$ cat config.mk
export PLATFORM = sky130hd
export DESIGN_NAME = shift_frame_sequencer_flat
export DESIGN_NICKNAME = d
export VERILOG_FILES = /design/src/rtl/shift_frame_sequencer_pkg.sv /design/src/rtl/shift_frame_sequencer_if.sv /design/src/rtl/shift_frame_sequencer_frame_shifter.sv /design/src/rtl/shift_frame_sequencer.sv /design/src/flat_wrapper.sv
export SDC_FILE = /design/constraint.sdc
export NUM_CORES = 1
export LEC_CHECK = 0
export CORE_MARGIN = 1.5
export CORE_UTILIZATION = 30
export CTS_CLUSTER_SIZE = 12
export DETAILED_ROUTE_END_ITERATION = 6
export HOLD_SLACK_MARGIN = 0.08
export PLACE_DENSITY = 0.59
export SETUP_SLACK_MARGIN = 0.05
export SLEW_MARGIN = 0
export SYNTH_ARGS = -nofsm -noshare
export SYNTH_HDL_FRONTEND = slang
export SYNTH_SLANG_ARGS = --single-unit
$ cat constraint.sdc
create_clock -name clk -period 2.4 [get_ports clk]
set_clock_uncertainty 0.05 [all_clocks]
set_input_delay 0.48 -clock clk [delete_from_list [all_inputs] [get_ports clk]]
set_output_delay 0.48 -clock clk [all_outputs]
set_load 0.005 [all_outputs]
$ cat src/rtl/shift_frame_sequencer_pkg.sv
// Shared types and helpers for the shift frame sequencer.
package shift_seq_pkg;

  typedef enum logic [1:0] {
    StIdle  = 2'd0,
    StShift = 2'd1,
    StGap   = 2'd2
  } seq_state_e;

  localparam logic DirLeft  = 1'b0;
  localparam logic DirRight = 1'b1;

  // Counter width able to index 0..n-1, never narrower than one bit.
  function automatic int unsigned cnt_width(input int unsigned n);
    return (n < 2) ? 1 : $clog2(n);
  endfunction

endpackage

$ cat src/rtl/shift_frame_sequencer_if.sv
// Producer-side handshake plus serial line and frame strobes.
interface shift_frame_sequencer_if #(
  parameter int unsigned WIDTH = 8
);
  logic [WIDTH-1:0] in_data;
  logic             in_dir;
  logic             in_valid;
  logic             in_ready;
  logic             hold;
  logic             ser_out;
  logic             shift_en;
  logic             frame_start;
  logic             frame_done;
  logic             busy;

  modport master (
    output in_data, in_dir, in_valid, hold,
    input  in_ready, ser_out, shift_en, frame_start, frame_done, busy
  );

  modport slave (
    input  in_data, in_dir, in_valid, hold,
    output in_ready, ser_out, shift_en, frame_start, frame_done, busy
  );
endinterface

$ cat src/rtl/shift_frame_sequencer_frame_shifter.sv
// Parallel-load bidirectional shift register with zero fill; load wins over shift.
module frame_shifter #(
  parameter int unsigned WIDTH = 8
) (
  input  logic             clk,
  input  logic             reset,
  input  logic             load,
  input  logic [WIDTH-1:0] load_data,
  input  logic             shift,
  input  logic             dir,
  output logic             out_bit
);
  import shift_seq_pkg::*;

  logic [WIDTH-1:0] shreg_q, shreg_d;

  always_comb begin
    shreg_d = shreg_q;
    if (load) begin
      shreg_d = load_data;
    end else if (shift) begin
      shreg_d = (dir == DirRight) ? {1'b0, shreg_q[WIDTH-1:1]} : {shreg_q[WIDTH-2:0], 1'b0};
    end
  end

  always_ff @(posedge clk or negedge reset) begin
    if (!reset) shreg_q <= '0;
    else        shreg_q <= shreg_d;
  end

  assign out_bit = (dir == DirRight) ? shreg_q[0] : shreg_q[WIDTH-1];

endmodule

$ cat src/rtl/shift_frame_sequencer.sv
// Frame sequencer: accepts words, serialises them via frame_shifter, optional inter-frame gap.
module shift_frame_sequencer #(
  parameter int unsigned WIDTH      = 8,
  parameter int unsigned GAP_CYCLES = 0
) (
  input logic                    clk,
  input logic                    reset,
  shift_frame_sequencer_if.slave bus
);
  import shift_seq_pkg::*;

  localparam int unsigned BitW    = cnt_width(WIDTH);
  localparam int unsigned GapW    = cnt_width(GAP_CYCLES + 1);
  localparam int unsigned GapLast = (GAP_CYCLES > 0) ? GAP_CYCLES - 1 : 0;

  seq_state_e      state_q, state_d;
  logic [BitW-1:0] bit_cnt_q, bit_cnt_d;
  logic [GapW-1:0] gap_cnt_q, gap_cnt_d;
  logic            dir_q, dir_d;
  logic            last_bit, shift_en, in_ready, accept, out_bit;

  always_comb begin
    state_d   = state_q;
    bit_cnt_d = bit_cnt_q;
    gap_cnt_d = gap_cnt_q;
    dir_d     = dir_q;
    last_bit  = (bit_cnt_q == BitW'(WIDTH - 1));
    shift_en  = (state_q == StShift) && !bus.hold;
    // Zero-bubble reload on the last bit is only possible without a gap.
    in_ready  = (state_q == StIdle) ||
                ((state_q == StShift) && last_bit && !bus.hold && (GAP_CYCLES == 0));
    accept    = bus.in_valid && in_ready;

    unique case (state_q)
      StIdle: ;
      StShift: begin
        if (shift_en) begin
          if (last_bit) begin
            bit_cnt_d = '0;
            if (GAP_CYCLES > 0) begin
              state_d   = StGap;
              gap_cnt_d = '0;
            end else begin
              state_d = StIdle;
            end
          end else begin
            bit_cnt_d = bit_cnt_q + 1'b1;
          end
        end
      end
      StGap: begin
        gap_cnt_d = gap_cnt_q + 1'b1;
        if (gap_cnt_q == GapW'(GapLast)) state_d = StIdle;
      end
      default: state_d = StIdle;
    endcase

    if (accept) begin
      state_d   = StShift;
      bit_cnt_d = '0;
      dir_d     = bus.in_dir;
    end
  end

  always_ff @(posedge clk or negedge reset) begin
    if (!reset) begin
      state_q   <= StIdle;
      bit_cnt_q <= '0;
      gap_cnt_q <= '0;
      dir_q     <= DirLeft;
    end else begin
      state_q   <= state_d;
      bit_cnt_q <= bit_cnt_d;
      gap_cnt_q <= gap_cnt_d;
      dir_q     <= dir_d;
    end
  end

  frame_shifter #(
    .WIDTH(WIDTH)
  ) u_shifter (
    .clk      (clk),
    .reset    (reset),
    .load     (accept),
    .load_data(bus.in_data),
    .shift    (shift_en),
    .dir      (dir_q),
    .out_bit  (out_bit)
  );

  assign bus.in_ready    = in_ready;
  assign bus.shift_en    = shift_en;
  assign bus.ser_out     = (state_q == StShift) && out_bit;
  assign bus.frame_start = shift_en && (bit_cnt_q == '0);
  assign bus.frame_done  = shift_en && last_bit;
  assign bus.busy        = (state_q != StIdle);

endmodule
$ cat src/flat_wrapper.sv
// flat-port wrapper written by rule: the top's interface ports become plain ports
module shift_frame_sequencer_flat import shift_seq_pkg::*;
#(
  parameter int unsigned WIDTH      = 8,
  parameter int unsigned GAP_CYCLES = 0
)
  (clk, reset, bus_in_data, bus_in_dir, bus_in_valid, bus_hold, bus_in_ready, bus_ser_out, bus_shift_en, bus_frame_start, bus_frame_done, bus_busy);
  shift_frame_sequencer_if #(.WIDTH(WIDTH)) bus_i ();
  input logic clk;
  input logic reset;
  input wire logic [$bits(bus_i.in_data)-1:0] bus_in_data;
  input wire logic [$bits(bus_i.in_dir)-1:0] bus_in_dir;
  input wire logic [$bits(bus_i.in_valid)-1:0] bus_in_valid;
  input wire logic [$bits(bus_i.hold)-1:0] bus_hold;
  output wire logic [$bits(bus_i.in_ready)-1:0] bus_in_ready;
  output wire logic [$bits(bus_i.ser_out)-1:0] bus_ser_out;
  output wire logic [$bits(bus_i.shift_en)-1:0] bus_shift_en;
  output wire logic [$bits(bus_i.frame_start)-1:0] bus_frame_start;
  output wire logic [$bits(bus_i.frame_done)-1:0] bus_frame_done;
  output wire logic [$bits(bus_i.busy)-1:0] bus_busy;
  assign bus_i.in_data = bus_in_data;
  assign bus_i.in_dir = bus_in_dir;
  assign bus_i.in_valid = bus_in_valid;
  assign bus_i.hold = bus_hold;
  assign bus_in_ready = bus_i.in_ready;
  assign bus_ser_out = bus_i.ser_out;
  assign bus_shift_en = bus_i.shift_en;
  assign bus_frame_start = bus_i.frame_start;
  assign bus_frame_done = bus_i.frame_done;
  assign bus_busy = bus_i.busy;
  shift_frame_sequencer #(.WIDTH(WIDTH), .GAP_CYCLES(GAP_CYCLES)) u_core (.clk(clk), .reset(reset), .bus(bus_i));
endmodule
==> impl_metrics.json <==
{
  "die_width_um": 55.5,
  "grt_pass1_wl_um": 3660,
  "syn_inst": 83,
  "synth_area_per_cell_sq_um": 9.95,
  "cts_hold_repair.buffers": 0,
  "drt-pass1-iter-count": 4,
  "timing.critical_path.required_ns": 1.87,
  "design.core.area_sq_um": 2540,
  "yosysTopAreaCellShare_pct": 39.4,
  "grt_start_max_net_pins": 16,
  "crit_path_end_kind": "primary output",
  "timing.critical_path.fanout_max": 3,
  "switching_share_pct": 37.1,
  "timing.max_cap.violations": 0,
  "timing_worst_slew_pin_value_ns": 0.607,
  "die-height_um": 55.5,
  "fraction_of_layout_cells_with_a_size_suffix_above_1_pct": 19.6,
  "yosys_synthesis_warning_count": 0,
  "globalRoute.totalOverflow": 0,
  "placement.cell_area_sq_um": 1060,
  "multiInputGateArea_sq_um": 459,
  "routed_via_density": 5.68,
  "antenna_violations_before_repair": 0,
  "filler_cell_count": 242,
  "endpoint_of_the_worst_register_to_register_path": "u_core.u_shifter.shreg_q[7]",
  "maximum_clock_insertion_buffer_count": 2,
  "data_arrival_time_of_the_critical_path_ns": 1.78,
  "power.share.clock_pct": 14.3,
  "p_seq_share_pct": 39.9,
  "antenna_cells": 0,
  "top_layer": "met4",
  "timing.fmax_mhz": 434,
  "worst_hold_path_type": "reg -> reg",
  "finalInstanceArea_sq_um": 1110,
  "worst_setup_path_endpoint": "bus_frame_start",
  "timing_worst_setup_path_type": "in -> out",
  "pwr-share-comb_pct": 45.8,
  "cts_tree": "yes",
  "postSynth.topFlopCell": "dfrtp_1",
  "power_leakage_nw": 0.467,
  "post_synthesis_async_set_or_reset_flop_share_pct": 100,
  "setup.worst_path.start": "bus_hold",
  "cts-root-buf": "clkbuf_4",
  "yosysUniqueCellTypes": 25,
  "grtUsageTotal_pct": 15.2,
  "p_int_w": 0.000633,
  "detail_placement_hpwl_um": 1590,
  "timing_max_transition_violations_final": 0,
  "via_count": 778,
  "fin_setup_tns_ns": 0,
  "netlist.top_cell.by_area": "dfrtp_1",
  "seqCellArea_sq_um": 325,
  "r2r-start": "u_core.bit_cnt_q[1]",
  "synthesis.nets": 99,
  "clk_latency_ns": 0.29,
  "clkTransAtPathRegs_ns": 0.09,
  "synth_sequential_area_ratio_pct": 39.4,
  "die_area_sq_um": 3080,
  "met1Wirelength_um": 973,
  "route.met2.wl_um": 1020,
  "drc_violation_count_after_routing": 0,
  "run_status": "finished, final reports clean",
  "drt-wirelength-per-cell_um": 15.7,
  "synth-edff-count": 0,
  "i_o_pin_count": 19,
  "yosysMostFrequentCell": "dfrtp_1",
  "setup_viol": 0,
  "synth_commonest_cells": "13 x dfrtp_1, 11 x nand2b_1",
  "worst_reg_to_reg_cells": 6,
  "timing.final.crit_share_pct": 96.1,
  "num_rows": 18,
  "power-per-cell-area_nw_per_um2": 904,
  "critical_path.startpoint_type": "input pin",
  "initialDrtViolationCount": 25,
  "cts_htree_levels": 1,
  "met3_wirelength_um": 124,
  "netlist_top_cells_area": "dfrtp_1 39%, nand2b_1 8.3%, o2111ai_1 6.4%",
  "rsz0062_at_grt": "false",
  "clock-sinks": 13,
  "slew_headroom_pct": 59.4,
  "r2r_setup_slk_ns": 0.55,
  "area_added_between_synthesis_and_finish_pct": 34.8,
  "number_of_synthesized_register_bits": 13,
  "synthesis.area_sq_um": 826,
  "gp_routability_congestion": 0.863,
  "irDropWorstVdd_uv": 465,
  "timing_hold_violations_final": 0,
  "ant_nets": 0,
  "power_switching_w": 0.000373,
  "cts-buffers-inserted": 3,
  "post-route-min-period_ns": 2.31,
  "starting_density_of_the_core_pct": 32.4,
  "portBuffers": 18,
  "first_global_vias": 747,
  "totalWireLength_um": 2160,
  "finalNetCount": 124
}
==> how the worst min path moves through the flow <==
stage / startpoint / endpoint / cells past startpoint
finish: u_core.bit_cnt_q[1] / u_core.bit_cnt_q[1] / 1
global route: u_core.bit_cnt_q[1] / u_core.bit_cnt_q[1] / 1
CTS: u_core.bit_cnt_q[1] / u_core.bit_cnt_q[1] / 1
detailed placement: u_core.bit_cnt_q[2] / u_core.bit_cnt_q[2] / 1
global placement: u_core.bit_cnt_q[1] / u_core.bit_cnt_q[1] / 1
floorplan: reset / u_core.bit_cnt_q[0] / 0
==> metal layers <==
layer / vias to the layer above / global-route usage [%]
li1: 369 / -
met1: 376 / 19.6
met2: 29 / 22.8
met3: 4 / 3.98
met4: 0 / 8.71
met5: - / 0
==> cells in the final DEF, fill, tap and decap left out, types with 3 or more instances in the layout <==
master / synthesis / final
dfrtp_1: 13 / 13
o211ai_1: 6 / 6
nor2_1: 3 / 3
o221ai_1: 6 / 6
nand2b_1: 11 / 10
clkbuf_4: 0 / 3
buf_4: 0 / 9
o2111ai_1: 6 / 6
nand3_1: 6 / 6
clkdlybuf4s50_1: 0 / 16
==> power by group through the flow <==
stage | sequential, W | clock (W) | combinational, W
2_1_floorplan | 0.000381 | 0 | 0.000296
3_3_place_gp | 0.000400 | 0 | 0.000440
5_1_grt | 0.000415 | 0.000157 | 0.000521
4_1_cts | 0.000401 | 0.000146 | 0.000450
6_report | 0.000402 | 0.000144 | 0.000461
3_5_place_dp | 0.000402 | 0 | 0.000445
==> flip-flops by register name (all words and copies together) (netlist names) <==
| name | flops |
|---|---|
| u_core.dir_q | 1 |
| u_core.bit_cnt_q | 3 |
| u_core.state_q | 1 |
| u_core.u_shifter.shreg_q | 8 |
==> area by class of cell <==
cell class	count	share of cell area, %
Clock buffer	3	2.02
Clock inverter	1	0.449
Inverter	4	1.35
Multi-Input combinational cell	59	41.2
Sequential cell	13	29.2
Tap cell	30	3.37
Timing Repair Buffer	27	22.4
==> critical path, cell delays in order <==
cell and delay [ns]:
clkdlybuf4s50_1 0.44, nand2b_4 0.17, nor3b_2 0.17, clkdlybuf4s50_1 0.52
==> per-stage QoR <==
step	power [W]	instances	hold WS, ns	util (%)	worst slack, ns
6_report	0.00101	137	0.498	43.8	0.0937
4_1_cts	0.000997	136	0.502	43.4	0.0708
5_1_grt	0.00109	137	0.514	43.8	0.0572
3_3_place_gp	0.000840	132	0.457	41.6	0.0195
2_1_floorplan	0.000677	83	0.134	-	0.539
3_5_place_dp	0.000847	132	0.468	41.6	0.00317
==> repair_timing <==
action	CTS	global route
buffers inserted	0	1
hold endpoints to repair	0	0
gates resized for setup	5	1
pin swaps	0	1
endpoints found under the setup margin	3	1
==> kinds of logic (layout without fill, tap and decap cells) <==
group	count (synthesis)	in the layout	synth area share (%)
multiplexers	2	2	2.58
AND/OR/NAND/NOR	26	26	17.4
buffers and inverters	11	35	7.12
adder cells (fa/ha/maj)	3	3	4.55
AO/OA/AOI/OAI	28	28	28.9
flip-flops	13	13	39.4
(Power assumes the default switching activity.)
